$ cat config.mk
export PLATFORM = sky130hd
export DESIGN_NAME = tail_light_scheduler
export DESIGN_NICKNAME = d
export VERILOG_FILES = /design/src/rtl/tlc_pkg.sv /design/src/rtl/tlc_step_prescaler.sv /design/src/rtl/tail_light_scheduler.sv
export SDC_FILE = /design/constraint.sdc
export NUM_CORES = 1
export LEC_CHECK = 0
export ABC_AREA = 1
export BUFFER_PORTS_ARGS = -buffer_cell sky130_fd_sc_hd__buf_2
export CAP_MARGIN = 20
export CORE_AREA = 2 2 39 41
export CTS_CLUSTER_DIAMETER = 200
export CTS_CLUSTER_SIZE = 10
export DETAILED_ROUTE_END_ITERATION = 16
export DIE_AREA = 0 0 41 43
export GPL_TIMING_DRIVEN = 0
export SLEW_MARGIN = 25
export SYNTH_ARGS = -nofsm -noshare
export SYNTH_HDL_FRONTEND = slang
export SYNTH_SLANG_ARGS = --single-unit
$ cat constraint.sdc
create_clock -name clk -period 1.3 [get_ports clk]
set_clock_uncertainty 0.1 [all_clocks]
set_input_delay 0.39 -clock clk [delete_from_list [all_inputs] [get_ports clk]]
set_output_delay 0.39 -clock clk [all_outputs]
set_load 0.02 [all_outputs]
$ cat src/rtl/tlc_pkg.sv
// tlc_pkg: shared types and constants for the tail-light scheduler.
//   mode_t         : active mode encoding (IDLE=0, LEFT=1, RIGHT=2, HAZARD=3)
//   NUM_PHASES     : phases per sweep
//   PHASE_W        : phase counter width
//   COMFORT_SWEEPS : sweeps granted by a turn tap when TLC_COMFORT_BLINK_EN is defined
//   decode_request : driver request priority decode
package tlc_pkg;

  typedef enum logic [1:0] {
    MODE_IDLE   = 2'd0,
    MODE_LEFT   = 2'd1,
    MODE_RIGHT  = 2'd2,
    MODE_HAZARD = 2'd3
  } mode_t;

  localparam int NUM_PHASES     = 4;
  localparam int PHASE_W        = 2;
  localparam int COMFORT_SWEEPS = 3;

  // Hazard wins; a single turn selects its side; both turns is ambiguous -> IDLE.
  function automatic mode_t decode_request(input logic hazard, input logic left,
                                           input logic right);
    mode_t m;
    if (hazard)              m = MODE_HAZARD;
    else if (left && !right) m = MODE_LEFT;
    else if (right && !left) m = MODE_RIGHT;
    else                     m = MODE_IDLE;
    return m;
  endfunction

endpackage

$ cat src/rtl/tlc_step_prescaler.sv
// tlc_step_prescaler: divides clk into one tick every STEP_DIV cycles.
//   clk, rst_n : clock, asynchronous active-low reset
//   enable     : count while high; counter held at 0 while low
//   clear      : synchronous restart of the count at 0
//   tick       : high during the cycle the count sits at STEP_DIV-1
module tlc_step_prescaler #(
  parameter int STEP_DIV = 4,
  parameter int DIV_W    = $clog2(STEP_DIV)
) (
  input  logic clk,
  input  logic rst_n,
  input  logic enable,
  input  logic clear,
  output logic tick
);

  localparam logic [DIV_W-1:0] LAST = DIV_W'(STEP_DIV - 1);

  logic [DIV_W-1:0] cnt;

  always_ff @(posedge clk or negedge rst_n) begin
    if (!rst_n)                cnt <= '0;
    else if (clear || !enable) cnt <= '0;
    else if (cnt == LAST)      cnt <= '0;
    else                       cnt <= cnt + 1'b1;
  end

  assign tick = enable && (cnt == LAST);

endmodule

$ cat src/rtl/tail_light_scheduler.sv
// tail_light_scheduler: arbitrates brake/turn/hazard requests into one active
// mode and produces the step tick and 4-phase sweep for the light pattern unit.
// Optional build macro: TLC_COMFORT_BLINK_EN (a turn tap yields 3 full sweeps).
//   clk, rst_n    : clock, asynchronous active-low reset
//   brake_i       : brake request (level)
//   turn_left_i   : left turn request (level)
//   turn_right_i  : right turn request (level)
//   hazard_i      : hazard switch (level)
//   mode_o        : active mode (IDLE/LEFT/RIGHT/HAZARD)
//   phase_o       : sweep phase 0..3
//   step_o        : one-clk pulse per phase advance
//   frame_end_o   : one-clk pulse when phase wraps 3->0
//   brake_o       : brake_i delayed one clk
//   busy_o        : mode_o != IDLE
// Mode changes happen only at a sweep wrap, except entry from IDLE and
// hazard pre-emption, which restart the sweep at phase 0 immediately.
module tail_light_scheduler
  import tlc_pkg::*;
#(
  parameter int STEP_DIV = 4,
  parameter int DIV_W    = $clog2(STEP_DIV)
) (
  input  logic       clk,
  input  logic       rst_n,
  input  logic       brake_i,
  input  logic       turn_left_i,
  input  logic       turn_right_i,
  input  logic       hazard_i,
  output logic [1:0] mode_o,
  output logic [1:0] phase_o,
  output logic       step_o,
  output logic       frame_end_o,
  output logic       brake_o,
  output logic       busy_o
);

  mode_t              mode_q, mode_d, req;
  logic [PHASE_W-1:0] phase_q;
  logic               tick, wrap, preempt, restart, hold;

  assign req     = decode_request(hazard_i, turn_left_i, turn_right_i);
  assign wrap    = tick && (phase_q == PHASE_W'(NUM_PHASES - 1));
  assign preempt = (req == MODE_HAZARD) && (mode_q != MODE_HAZARD);

  tlc_step_prescaler #(
    .STEP_DIV (STEP_DIV),
    .DIV_W    (DIV_W)
  ) u_prescaler (
    .clk    (clk),
    .rst_n  (rst_n),
    .enable (mode_q != MODE_IDLE),
    .clear  (restart),
    .tick   (tick)
  );

`ifdef TLC_COMFORT_BLINK_EN
  logic [1:0] credit_q;
  logic       opposite;

  assign opposite = ((mode_q == MODE_LEFT)  && (req == MODE_RIGHT)) ||
                    ((mode_q == MODE_RIGHT) && (req == MODE_LEFT));
  // Credit is decremented at this wrap; hold only if some remains afterwards.
  assign hold = (credit_q > 2'd1) && !opposite;

  always_ff @(posedge clk or negedge rst_n) begin
    if (!rst_n)                                       credit_q <= 2'd0;
    else if (preempt)                                 credit_q <= 2'd0;
    else if (restart && (mode_q == MODE_IDLE) &&
             ((req == MODE_LEFT) || (req == MODE_RIGHT))) credit_q <= 2'(COMFORT_SWEEPS);
    else if (restart)                                 credit_q <= 2'd0;
    else if (wrap && (credit_q != 2'd0))              credit_q <= credit_q - 2'd1;
  end
`else
  assign hold = 1'b0;
`endif

  always_comb begin
    mode_d  = mode_q;
    restart = 1'b0;
    if (preempt) begin
      mode_d  = MODE_HAZARD;
      restart = 1'b1;
    end else if (mode_q == MODE_IDLE) begin
      if (req != MODE_IDLE) begin
        mode_d  = req;
        restart = 1'b1;
      end
    end else if (wrap && (req != mode_q) && !hold) begin
      mode_d  = req;
      restart = 1'b1;
    end
  end

  // FSM state, sweep phase and all outputs are registered here.
  always_ff @(posedge clk or negedge rst_n) begin
    if (!rst_n) begin
      mode_q      <= MODE_IDLE;
      phase_q     <= '0;
      step_o      <= 1'b0;
      frame_end_o <= 1'b0;
      brake_o     <= 1'b0;
      busy_o      <= 1'b0;
    end else begin
      mode_q      <= mode_d;
      if (restart)   phase_q <= '0;
      else if (tick) phase_q <= phase_q + 1'b1;
      // A hazard restart replaces any coincident step/wrap.
      step_o      <= tick && !preempt;
      frame_end_o <= wrap && !preempt;
      brake_o     <= brake_i;
      busy_o      <= (mode_d != MODE_IDLE);
    end
  end

  assign mode_o  = mode_q;
  assign phase_o = phase_q;

endmodule

# Word level (Yosys, flattened, before mapping)
# Cells that the tools add are included.
word_totals:
  regBits: 10
  inputBits: 6
  output_inout_bits: 8
  elab_cells: 47
op_classes:
  n_addsub: 2
  eq_ne: 5
  n_mux: 15
  reduce_logical: 18
op_table:
  columns: ["cell", "n"]
  rows:
  - ["2-to-1 mux 2 bit", 11]
  - ["logical AND 1 bit", 8]
  - ["nonzero test 2 bit", 4]
  - ["== test 2 bit (second input constant)", 3]
  - ["adder 2 x 1 -> 2 bit (second input constant)", 2]
  - ["zero test 1 bit", 4]
  - ["2-to-1 mux 1 bit", 4]
  - ["zero test 2 bit", 1]
  - ["!= test 2 bit", 1]
  - ["!= test 2 bit (second input constant)", 1]
  - ["logical OR 1 bit", 1]

# Logic depth before layout (Yosys ltp)
# Gate-level depths: netlist of run 1.
depth:
  ltp_word: 12
  depth_mapped: 12
  depth_no_buf: 12

# Hierarchy
# Synthesis of run 1 repeated with hierarchy kept, for this count alone.
unflattened:
  cells_unflattened: 69
  hier_area_um2: 554.3
modules_own_cells:
  columns: ["mod", "n_inst", "cells_per_inst", "area_per_inst_um2"]
  rows:
  - ["tail_light_scheduler", 1, 56, 454.2]
  - ["tlc_step_prescaler", 1, 13, 100.1]

# Worst setup path after synthesis of run 1
# Ideal clock, no wire load.
synth_path:
  path_type: "reg-to-reg"
  start: "reg phase_q[0] (netlist: phase_o[0])"
  end: "reg u_prescaler.cnt[0]"
  arrival_ns: 1.165
  t_required_ns: 1.129
  setup_slack_ns: -0.037
  stages_incl_launch_ff: 9
  path_buffers: 0
  period_less_slack_ns: 1.337
  path_cell_list: "dfrtp_1 ha_1 nand3_2 clkinv_1 nand2_1 nand2_1 nand2_2 nand3_2 nor2_1"
synth_via:
  elab_chain_len: 8
synth_lines:
  columns: ["item", "line", "text"]
  rows:
  - ["start, declared", "tail_light_scheduler.sv:38", "logic [PHASE_W-1:0] phase_q;"]
  - ["start signal, assigned", "tail_light_scheduler.sv:106", "else if (tick) phase_q <= phase_q + 1'b1;"]
  - ["== test 2 bit", "tail_light_scheduler.sv:42", "assign wrap = tick && (phase_q == PHASE_W'(NUM_PHASES - 1));"]
  - ["logical AND 1 bit", "tail_light_scheduler.sv:42", null]
  - ["logical AND 1 bit", "tail_light_scheduler.sv:88", "end else if (wrap && (req != mode_q) && !hold) begin"]
  - ["2-to-1 mux 1 bit", "tail_light_scheduler.sv:88", null]
  - ["2-to-1 mux 1 bit", "tail_light_scheduler.sv:83", "end else if (mode_q == MODE_IDLE) begin"]
  - ["2-to-1 mux 1 bit", "tail_light_scheduler.sv:80", "if (preempt) begin"]
  - ["logical OR 1 bit", "tlc_step_prescaler.sv:23", "else if (clear || !enable) cnt <= '0;"]
  - ["2-to-1 mux 2 bit", "tlc_step_prescaler.sv:23", null]
  - ["end signal, assigned", "tlc_step_prescaler.sv:25", "else cnt <= cnt + 1'b1;"]
  - ["end, declared", "tlc_step_prescaler.sv:19", "logic [DIV_W-1:0] cnt;"]
# No other way between the ends.
# A chain may end at the register's enable or synchronous reset.

# Worst setup path after layout of run 1
layout_path:
  start: "reg mode_q[0] (netlist: mode_o[0])"
  end: "out mode_o[0]"
layout_rtl:
  columns: ["item", "line", "text"]
  rows:
  - ["start, declared", "tail_light_scheduler.sv:37", "mode_t mode_q, mode_d, req;"]
  - ["start signal, assigned", "tail_light_scheduler.sv:104", "mode_q <= mode_d;"]
  - ["end, declared", "tail_light_scheduler.sv:29", "output logic [1:0] mode_o,"]
# No word-level cell between the ends.

==> metrics, run 1 <==
Worst Hold Class primary input to flop; drt first pass iters 2; top-count cell post-synth nand2_1; Setup CP Type flop to primary output; root cell of the clock tree clkbuf_4; fillers 137; top-area cell type share of the netlist area 0.4950; core area 1384 um2; final core utilization 0.5362; Tmin final 1337 ps; Placer Congestion roughly 0.7; FP Rows 14; vias in the first global route 350; antenna viol nets, final 0; initial antenna violation count 0; Critical Path AT 850 ps; vias per cell between 4 and 5; slowest CP cell dfrtp_2; Post-synth EDFFs 0; Max Root-Sink Buffers 2; leakage 0.0003981 uW; chip width around 41 um; Distinct cells, synth 17; GRT Total Usage 0.1305; Starting Density 0.3653; Final WS setup -36.94 ps; maximum clock rate approximately 750 MHz; Seq/Total Area, Yosys 0.4950; fin crit share 1.028; CTS tree built; ys flop type dfrtp_1; failing checks setup timing; Synth Warn # 0; Clock Latency Late Sink 260 ps; Final Max Tran Viols 0; synthesized instance count 60; wire per inst ~10 um; Final #Nets 89; Reg clk slew, reported paths approximately 70 ps; Power Density 1845 nW/um2; first-pass GRT wire length 1462 um; Crit path required time 810 ps; unrepaired setup endpoints after global routing true; CTS Sinks 10; outcome finished with violations; crit-path leading delay family flip-flops; critical path capture point type primary output; top post-synthesis cells by count nand2_1 (17), dfrtp_1 (10), nor2_1 (5); Post-DP HPWL 673.8 um; via count approximately 430; Worst Tran Pin Value around 290 ps; ANT cells 0; post-synth top area cell dfrtp_1; syn nets 68; Area contributors post-synth dfrtp_1 (50%), nand2_1 (13%), ha_1 (5.0%), nand3_1 (4.0%), nand3_2 (4.0%); synth-to-layout area growth 46.78%; final hold vios 0; crit-path max FO 5; drt total wl 958 um; Startpoint Class flop; DIE AREA around 1800 um2; #FFs+latches synth 10; I/O Buffers 13; layout cells sized above 1 0.4875; Rel. slew slack 0.8064; IO Pins 14; final setup fails 4; hold_ws 129.3 ps; Initial DRC Count 1; CP cell instances buf_6; Max stage delay on crit path 440 ps; TritonCTS Buffers 3; VDD IR-drop max 934.7 uV; Chip Height between 40 and 50 um; htree depth 1; Avg Inst Size Synth 8.425 um2; mapped cell area 505.5 um2; drt drc 0; async set or reset register ratio after synthesis 1.000; Crit path buffers/inverters 1; total power 1369 uW; Remaining Overflow, GRT 0; largest net degree at the start of global routing 11; max-cap violations 0; reg2reg setup slack 30 ps
[per-stage QoR]
stage,worst slack [ps],instances,area (um2),setup TNS [ps]
floorplan,15.72,60,513.0,0
global placement,-126.6,89,598.1,-468.9
detailed placement,-136.6,89,598.1,-508.4
CTS,-49.64,94,683.2,-246.4
global route,-100.7,96,742.0,-653.3
finish,-36.94,96,742.0,-144.5
[flip-flops by register name (all words and copies together), names as in the netlist]
register	cells
mode_o	2
busy_o	1
brake_o	1
u_prescaler.cnt	2
step_o	1
frame_end_o	1
phase_o	2
[power breakdown]
group	leakage, uW	internal [uW]	total (uW)	switching, uW
Combinational	0.000265	281	577	296
Sequential	0.000112	413	511	98.6
Clock	0.0000210	170	281	111
Total	0.000398	864	1370	505
[area by class of cell]
type,instances,area (um2),area share
Multi-Input combinational cell,41,262.8,0.3541
Sequential cell,10,255.2,0.3440
Timing Repair Buffer,16,133.9,0.1804
Clock buffer,4,36.28,0.04890
Inverter,9,33.78,0.04553
Tap cell,16,20.02,0.02698
[final timing paths]
path                                    start                 end  cells after the start
min in group asynchronous               rst_n              step_o                      2
min reg2reg                u_prescaler.cnt[0]  u_prescaler.cnt[0]                      2
max in group asynchronous               rst_n          phase_o[0]                      2
max                                 mode_o[0]           mode_o[0]                      1
max reg2reg                        phase_o[1]  u_prescaler.cnt[1]                      8
min                                   brake_i             brake_o                      1
[placed cells by master, fill, tap and decap left out, drive strengths merged, types with 2 or more instances in the layout]
cell type and count:
nand3 6, nand2 21, dfrtp 10, inv 9
nand4 2, clkbuf 4, ha 2, buf 15
nor2 5
[worst register-to-register path, stage by stage, from the launching register on]
cell and delay [ps]:
dfrtp_2 440, ha_4 170, nand3_4 80, inv_2 30
nand2_1 40, nand2_1 50, nand2_2 110, nand3_2 80
nor2_1 100
[routing by layer]
metal | GRT usage | wire length (um) | up-vias
li1 | - | - | 228
met2 | 0.1500 | 441 | 10
met5 | 0 | 0 | -
met4 | 0.1200 | 14 | 0
met3 | 0.03141 | 41 | 2
met1 | 0.1892 | 461 | 194
[cells by family (layout without fill, tap and decap cells)]
kind of cell	after synthesis	after routing	synth area share
AND/OR/NAND/NOR	36	36	0.3540
flip-flops	10	10	0.4950
buffers and inverters	9	29	0.06683
AO/OA/AOI/OAI	3	3	0.03464
adder cells (fa/ha/maj)	2	2	0.04950
[timing repair]
action,CTS,global route
pin swaps,0,11
hold buffers,1,0
endpoints found under the hold margin,10,0
setup endpoints to repair,9,14
buffers inserted,0,2
gates resized for setup,11,11
Note: power is estimated with default switching activity, not from simulation.
==> run 2: changes to the inputs <==
--- a/config.mk
+++ b/config.mk
@@ -10,7 +10,6 @@
 export CAP_MARGIN = 20
 export CORE_AREA = 2 2 39 41
 export CTS_CLUSTER_DIAMETER = 200
-export CTS_CLUSTER_SIZE = 10
 export DETAILED_ROUTE_END_ITERATION = 16
 export DIE_AREA = 0 0 41 43
 export GPL_TIMING_DRIVEN = 0
==> constraint.sdc (replaced) <==
create_clock -name clk -period 1.3 [get_ports clk]
set_clock_uncertainty 0.1 [all_clocks]
set_input_delay 0.065 -clock clk [delete_from_list [all_inputs] [get_ports clk]]
set_output_delay 0.065 -clock clk [all_outputs]
set_load 0.02 [all_outputs]
==> run 2 against run 1 <==
Compared with the run above: the flow now finishes without violations; sequential share of layout area up 0.59 points; hold slack got worse by 84 ps; die area stayed put; clock-buffer cell count is the same; total power shrank 2.0%; via count is 3.2% higher; critical path depth grew 7; largest power group unchanged; highest routed layer unchanged.
==> metrics, run 2 (same netlist as run 1, synthesis figures left out) <==
Setup CP Type flop to flop; Worst Tran Pin Value 309.9 ps (+19.52 ps); first-pass GRT wire length 1573 um (+7.6%); Final Max Tran Viols 0 (unchanged); hold_ws 45.07 ps (-84.26 ps); Final WS setup 16.66 ps (+53.60 ps); Final #Nets 93 (+4.5%); Worst Hold Class primary input to flop; wire per inst 9.670 um (-3.1%); via count 448 (+3.2%); met3 WL 54 um (+32%); total power 1342 uW (-2.0%); unrepaired setup endpoints after global routing true; Critical Path AT 1390 ps (+540 ps); initial antenna violation count 0 (unchanged); FP Rows 14 (unchanged); Reg clk slew, reported paths 70 ps (about the same); I/O Buffers 13 (unchanged); most frequent cells in the layout nand2_1 (16), buf_2 (13), dfrtp_1 (6); Initial DRC Count 3 (+2); drt first pass iters 2 (unchanged); worst slack, placed -39.67 ps (+96.88 ps); chip width 41 um (unchanged); Crit path required time 1410 ps (+600 ps); GRT Total Usage 0.1397 (+0.009174); Tmin final 1283 ps (-53.60 ps); Chip Height 43 um (unchanged); root cell of the clock tree clkbuf_4; Post-DP HPWL 673.8 um (unchanged); layout cells sized above 1 0.5000 (+0.01250); Clk network pwr share 0.214 (+0.009); fin crit share 0.9872 (-0.04123); WL met1 470 um (+2.0%); sequential fraction of design power 0.364 (-0.009); maximum clock rate 779.2 MHz (+4.2%); IO Pins 14 (unchanged); final hold vios 0 (unchanged); Max Root-Sink Buffers 2 (unchanged); Startpoint Class flop; ANT cells 0 (unchanged); combinational share of power 0.421 (about the same); Placer Congestion 0.6818 (unchanged); htree depth 1 (unchanged); max-cap violations 0 (unchanged); Power Density 1840 nW/um2 (-0.31%); synth-to-layout area growth 44.31%; highest routed layer met4; Rel. slew slack 0.7934 (-0.01301); vias per cell 4.480 (-0.90%); TritonCTS Buffers 3 (unchanged); Int Power 837.0 uW (-3.1%); critical path capture point type flop; crit-path max FO 5 (unchanged); leakage 0.0004023 uW (+1.1%); commonest non-fill, non-tap cell in the layout nand2_1; Switching Fraction 0.3763 (+0.007154); core area 1384 um2 (unchanged); sw power 505.0 uW (about the same); CTS tree built; VDD IR-drop max 1165 uV (+25%); Hold Path Depth 5 (+4); antenna viol nets, final 0 (unchanged); drt total wl 967 um (+0.94%); largest net degree at the start of global routing 11 (unchanged); Remaining Overflow, GRT 0 (unchanged); final setup fails 0 (-4); CTS Sinks 10 (unchanged); vias in the first global route 376 (+7.4%); DR WL met2 400 um (-9.3%); fillers 138 (+0.73%); Starting Density 0.3653 (unchanged); drt drc 0 (unchanged); Clock Latency Late Sink 270 ps (about the same); FF-to-FF path depth 8 (unchanged); outcome finished, final reports clean; DIE AREA 1763 um2 (unchanged)
[run 2: final timing paths]
check	start	end	slack, ps
setup / recovery	phase_o[1]	u_prescaler.cnt[1]	20
hold / removal	hazard_i	mode_o[1]	50
setup reg to reg	phase_o[1]	u_prescaler.cnt[1]	20
hold reg to reg	u_prescaler.cnt[0]	u_prescaler.cnt[0]	460
max in group asynchronous	rst_n	phase_o[0]	810
min in group asynchronous	rst_n	step_o	80
[run 2: routing by layer]
| layer | GRT usage | up-vias |
|---|---|---|
| met4 | 0.1200 | 0 |
| met2 | 0.1656 | 13 |
| met5 | 0 | - |
| li1 | - | 236 |
| met1 | 0.1926 | 194 |
| met3 | 0.04712 | 5 |
[run 2: power groups by stage]
stage | Sequential, uW | Combinational (uW) | Clock, uW
2_1_floorplan | 542 | 273 | 0
3_3_place_gp | 474 | 456 | 0
3_5_place_dp | 474 | 462 | 0
4_1_cts | 488 | 558 | 294
5_1_grt | 502 | 636 | 306
6_report | 489 | 566 | 287
[run 2: final cells by class]
cell class                      instances  area [um2]  area share
Multi-Input combinational cell         41       260.3      0.3568
Sequential cell                        10       255.2      0.3499
Clock buffer                            4       36.28     0.04974
Inverter                                9       35.03     0.04803
Timing Repair Buffer                   20       122.6      0.1681
Tap cell                               16       20.02     0.02744
[run 2: critical path, cell delays in order (launching register included)]
cell	delay (ps)
dfrtp_2	430
ha_4	170
nand3_4	90
clkinv_2	50
nand2_1	50
nand2_1	50
nand2_2	100
nand3_2	80
nor2_1	100
[run 2: timing repair]
item	in CTS	in global routing
endpoints found under the hold margin	11	0
cloned	0	0
setup buffers	3	2
hold buffers	2	0
pin swaps	6	6
endpoints found under the setup margin	5	6
gates resized for setup	5	3
[run 2: stage by stage]
stage | setup TNS [ps] | cell area (um2) | std cells | utilization
finish | 0 | 729.5 | 100 | 0.5271
global route | -279.8 | 729.5 | 100 | 0.5271
CTS | 0 | 708.2 | 98 | 0.5118
detailed placement | -121.4 | 598.1 | 89 | 0.4322
global placement | -76.76 | 598.1 | 89 | 0.4322
floorplan | 0 | 513.0 | 60 | -
==> run 3: changes to the inputs <==
--- a/config.mk
+++ b/config.mk
@@ -13,6 +13,7 @@
 export DETAILED_ROUTE_END_ITERATION = 16
 export DIE_AREA = 0 0 41 43
 export GPL_TIMING_DRIVEN = 0
+export REMOVE_ABC_BUFFERS = 1
 export SLEW_MARGIN = 25
 export SYNTH_ARGS = -nofsm -noshare
 export SYNTH_HDL_FRONTEND = slang
==> run 3 against run 2 <==
Compared with the run above: final cell count increased by 2.0%; maximum frequency decreased by 0.69%; clock power decreased by 2%; largest power group unchanged; utilization decreased by 0.18 points; first-iteration DRC count increased to 3.0 times the previous value.
==> metrics, run 3 (same netlist as run 1, synthesis figures left out) <==
Final Non-Filler Cells 102 (+2.0%); wire per inst 9.647 um (-0.24%); Worst Tran Pin Value 217.1 ps (-92.88 ps); Critical Path AT 1390 ps (about the same); maximum clock rate 773.9 MHz (-0.69%); Setup CP Type flop to flop; synth-to-layout area growth 43.81%; VDD IR-drop max 957.0 uV (-18%); IO Pins 14 (unchanged); Chip Height 43 um (unchanged); vias per cell 4.716 (+5.3%); Startpoint Class flop; Hold Path Depth 5 (unchanged); commonest non-fill, non-tap cell in the layout nand2_1; Clock Latency Late Sink 270 ps (about the same); Placer Congestion 0.6653 (-2.4%); Remaining Overflow, GRT 0 (unchanged); ANT cells 0 (unchanged); initial antenna violation count 0 (unchanged); first-pass GRT wire length 1800 um (+14%); hold_ws 52.28 ps (+7.209 ps); Worst Hold Class primary input to flop; via count 481 (+7.4%); chip width 41 um (unchanged); crit-path max FO 5 (unchanged); fin crit share 0.9940 (+0.006833); Final Max Tran Viols 0 (unchanged); unrepaired setup endpoints after global routing true; TritonCTS Buffers 3 (unchanged); CTS tree built; drt first pass iters 4 (+2); Final #Nets 95 (+2.2%); I/O Buffers 13 (unchanged); antenna viol nets, final 0 (unchanged); drt drc 0 (unchanged); Max Root-Sink Buffers 2 (unchanged); most frequent cells in the layout nand2_1 (17), buf_2 (13), dfrtp_1 (9); max-cap violations 0 (unchanged); final setup fails 0 (unchanged); Post-DP HPWL 707.4 um (+5.0%); DIE AREA 1763 um2 (unchanged); Crit path required time 1400 ps (about the same); leakage 0.0004115 uW (+2.3%); layout cells sized above 1 0.5000 (unchanged); final hold vios 0 (unchanged); Rel. slew slack 0.8553 (+0.06192); FF-to-FF path depth 9 (+1); Reg clk slew, reported paths 70 ps (about the same); critical path capture point type flop; htree depth 1 (unchanged); Power Density 1831 nW/um2 (-0.48%); total power 1331 uW (-0.82%); CTS Sinks 10 (unchanged); GRT Total Usage 0.1651 (+0.02548); FP Rows 14 (unchanged); drt total wl 984 um (+1.8%); vias in the first global route 462 (+23%); Tmin final 1292 ps (+8.883 ps); outcome finished, final reports clean; Placed Cells 89 (unchanged); Initial DRC Count 9 (+6); largest net degree at the start of global routing 11 (unchanged); root cell of the clock tree clkbuf_4; Starting Density 0.3653 (unchanged); core area 1384 um2 (unchanged)
==> run 3: cell type report <==
cell class | count | area, um2
Inverter | 9 | 35.03
Sequential cell | 10 | 251.5
Timing Repair Buffer | 22 | 137.6
Fill cell | 137 | 656.9
Multi-Input combinational cell | 41 | 246.5
Tap cell | 16 | 20.02
Clock buffer | 4 | 36.28
==> run 3: where the power goes <==
| group | total [uW] | internal, uW | switching [uW] |
|---|---|---|---|
| clock network | 280 | 170 | 110 |
| registers | 455 | 405 | 49.3 |
| logic | 596 | 263 | 333 |
==> run 3: final timing paths <==
path	end	slack, ps	start
worst max register to register	u_prescaler.cnt[0]	8	mode_o[1]
max in group asynchronous	mode_o[1]	830	rst_n
min in group asynchronous	step_o	70	rst_n
worst min register to register	u_prescaler.cnt[0]	420	u_prescaler.cnt[0]
worst min-delay path	mode_o[1]	50	hazard_i
worst max-delay path	u_prescaler.cnt[0]	8	mode_o[1]
==> run 3: layer usage <==
layer / share of wire / global-route usage
met1: 0.41 / 0.1824
met2: 0.47 / 0.2250
met5: 0 / 0
met4: 0.052 / 0.1600
met3: 0.058 / 0.06283
==> run 3: repair_timing <==
item                       in CTS  in global routing
setup endpoints to repair       5                  6
gates resized for setup         4                  6
buffers inserted                5                  2
hold buffers                    2                  0
pin swaps                       5                  2
hold endpoints to repair       11                  0
==> run 3: per-stage QoR <==
stage | area, um2 | setup WS [ps] | utilization | setup TNS, ps
2_1_floorplan | 505.5 | -36.66 | - | -146.6
3_3_place_gp | 590.6 | -34.43 | 0.4268 | -83.59
3_5_place_dp | 590.6 | -48.03 | 0.4268 | -133.1
4_1_cts | 698.2 | -12.08 | 0.5045 | -12.08
5_1_grt | 726.9 | -113.1 | 0.5253 | -415.0
6_report | 726.9 | 7.780 | 0.5253 | 0
==> run 3: critical path: stages (launching register included) <==
cell      delay, ps
dfrtp_2         440
inv_2            80
nand2_4          60
nand3_4          90
clkinv_2         50
nand2_1          50
nand2_1          50
nand2_2         100
nand3_2          90
nor2_2          110
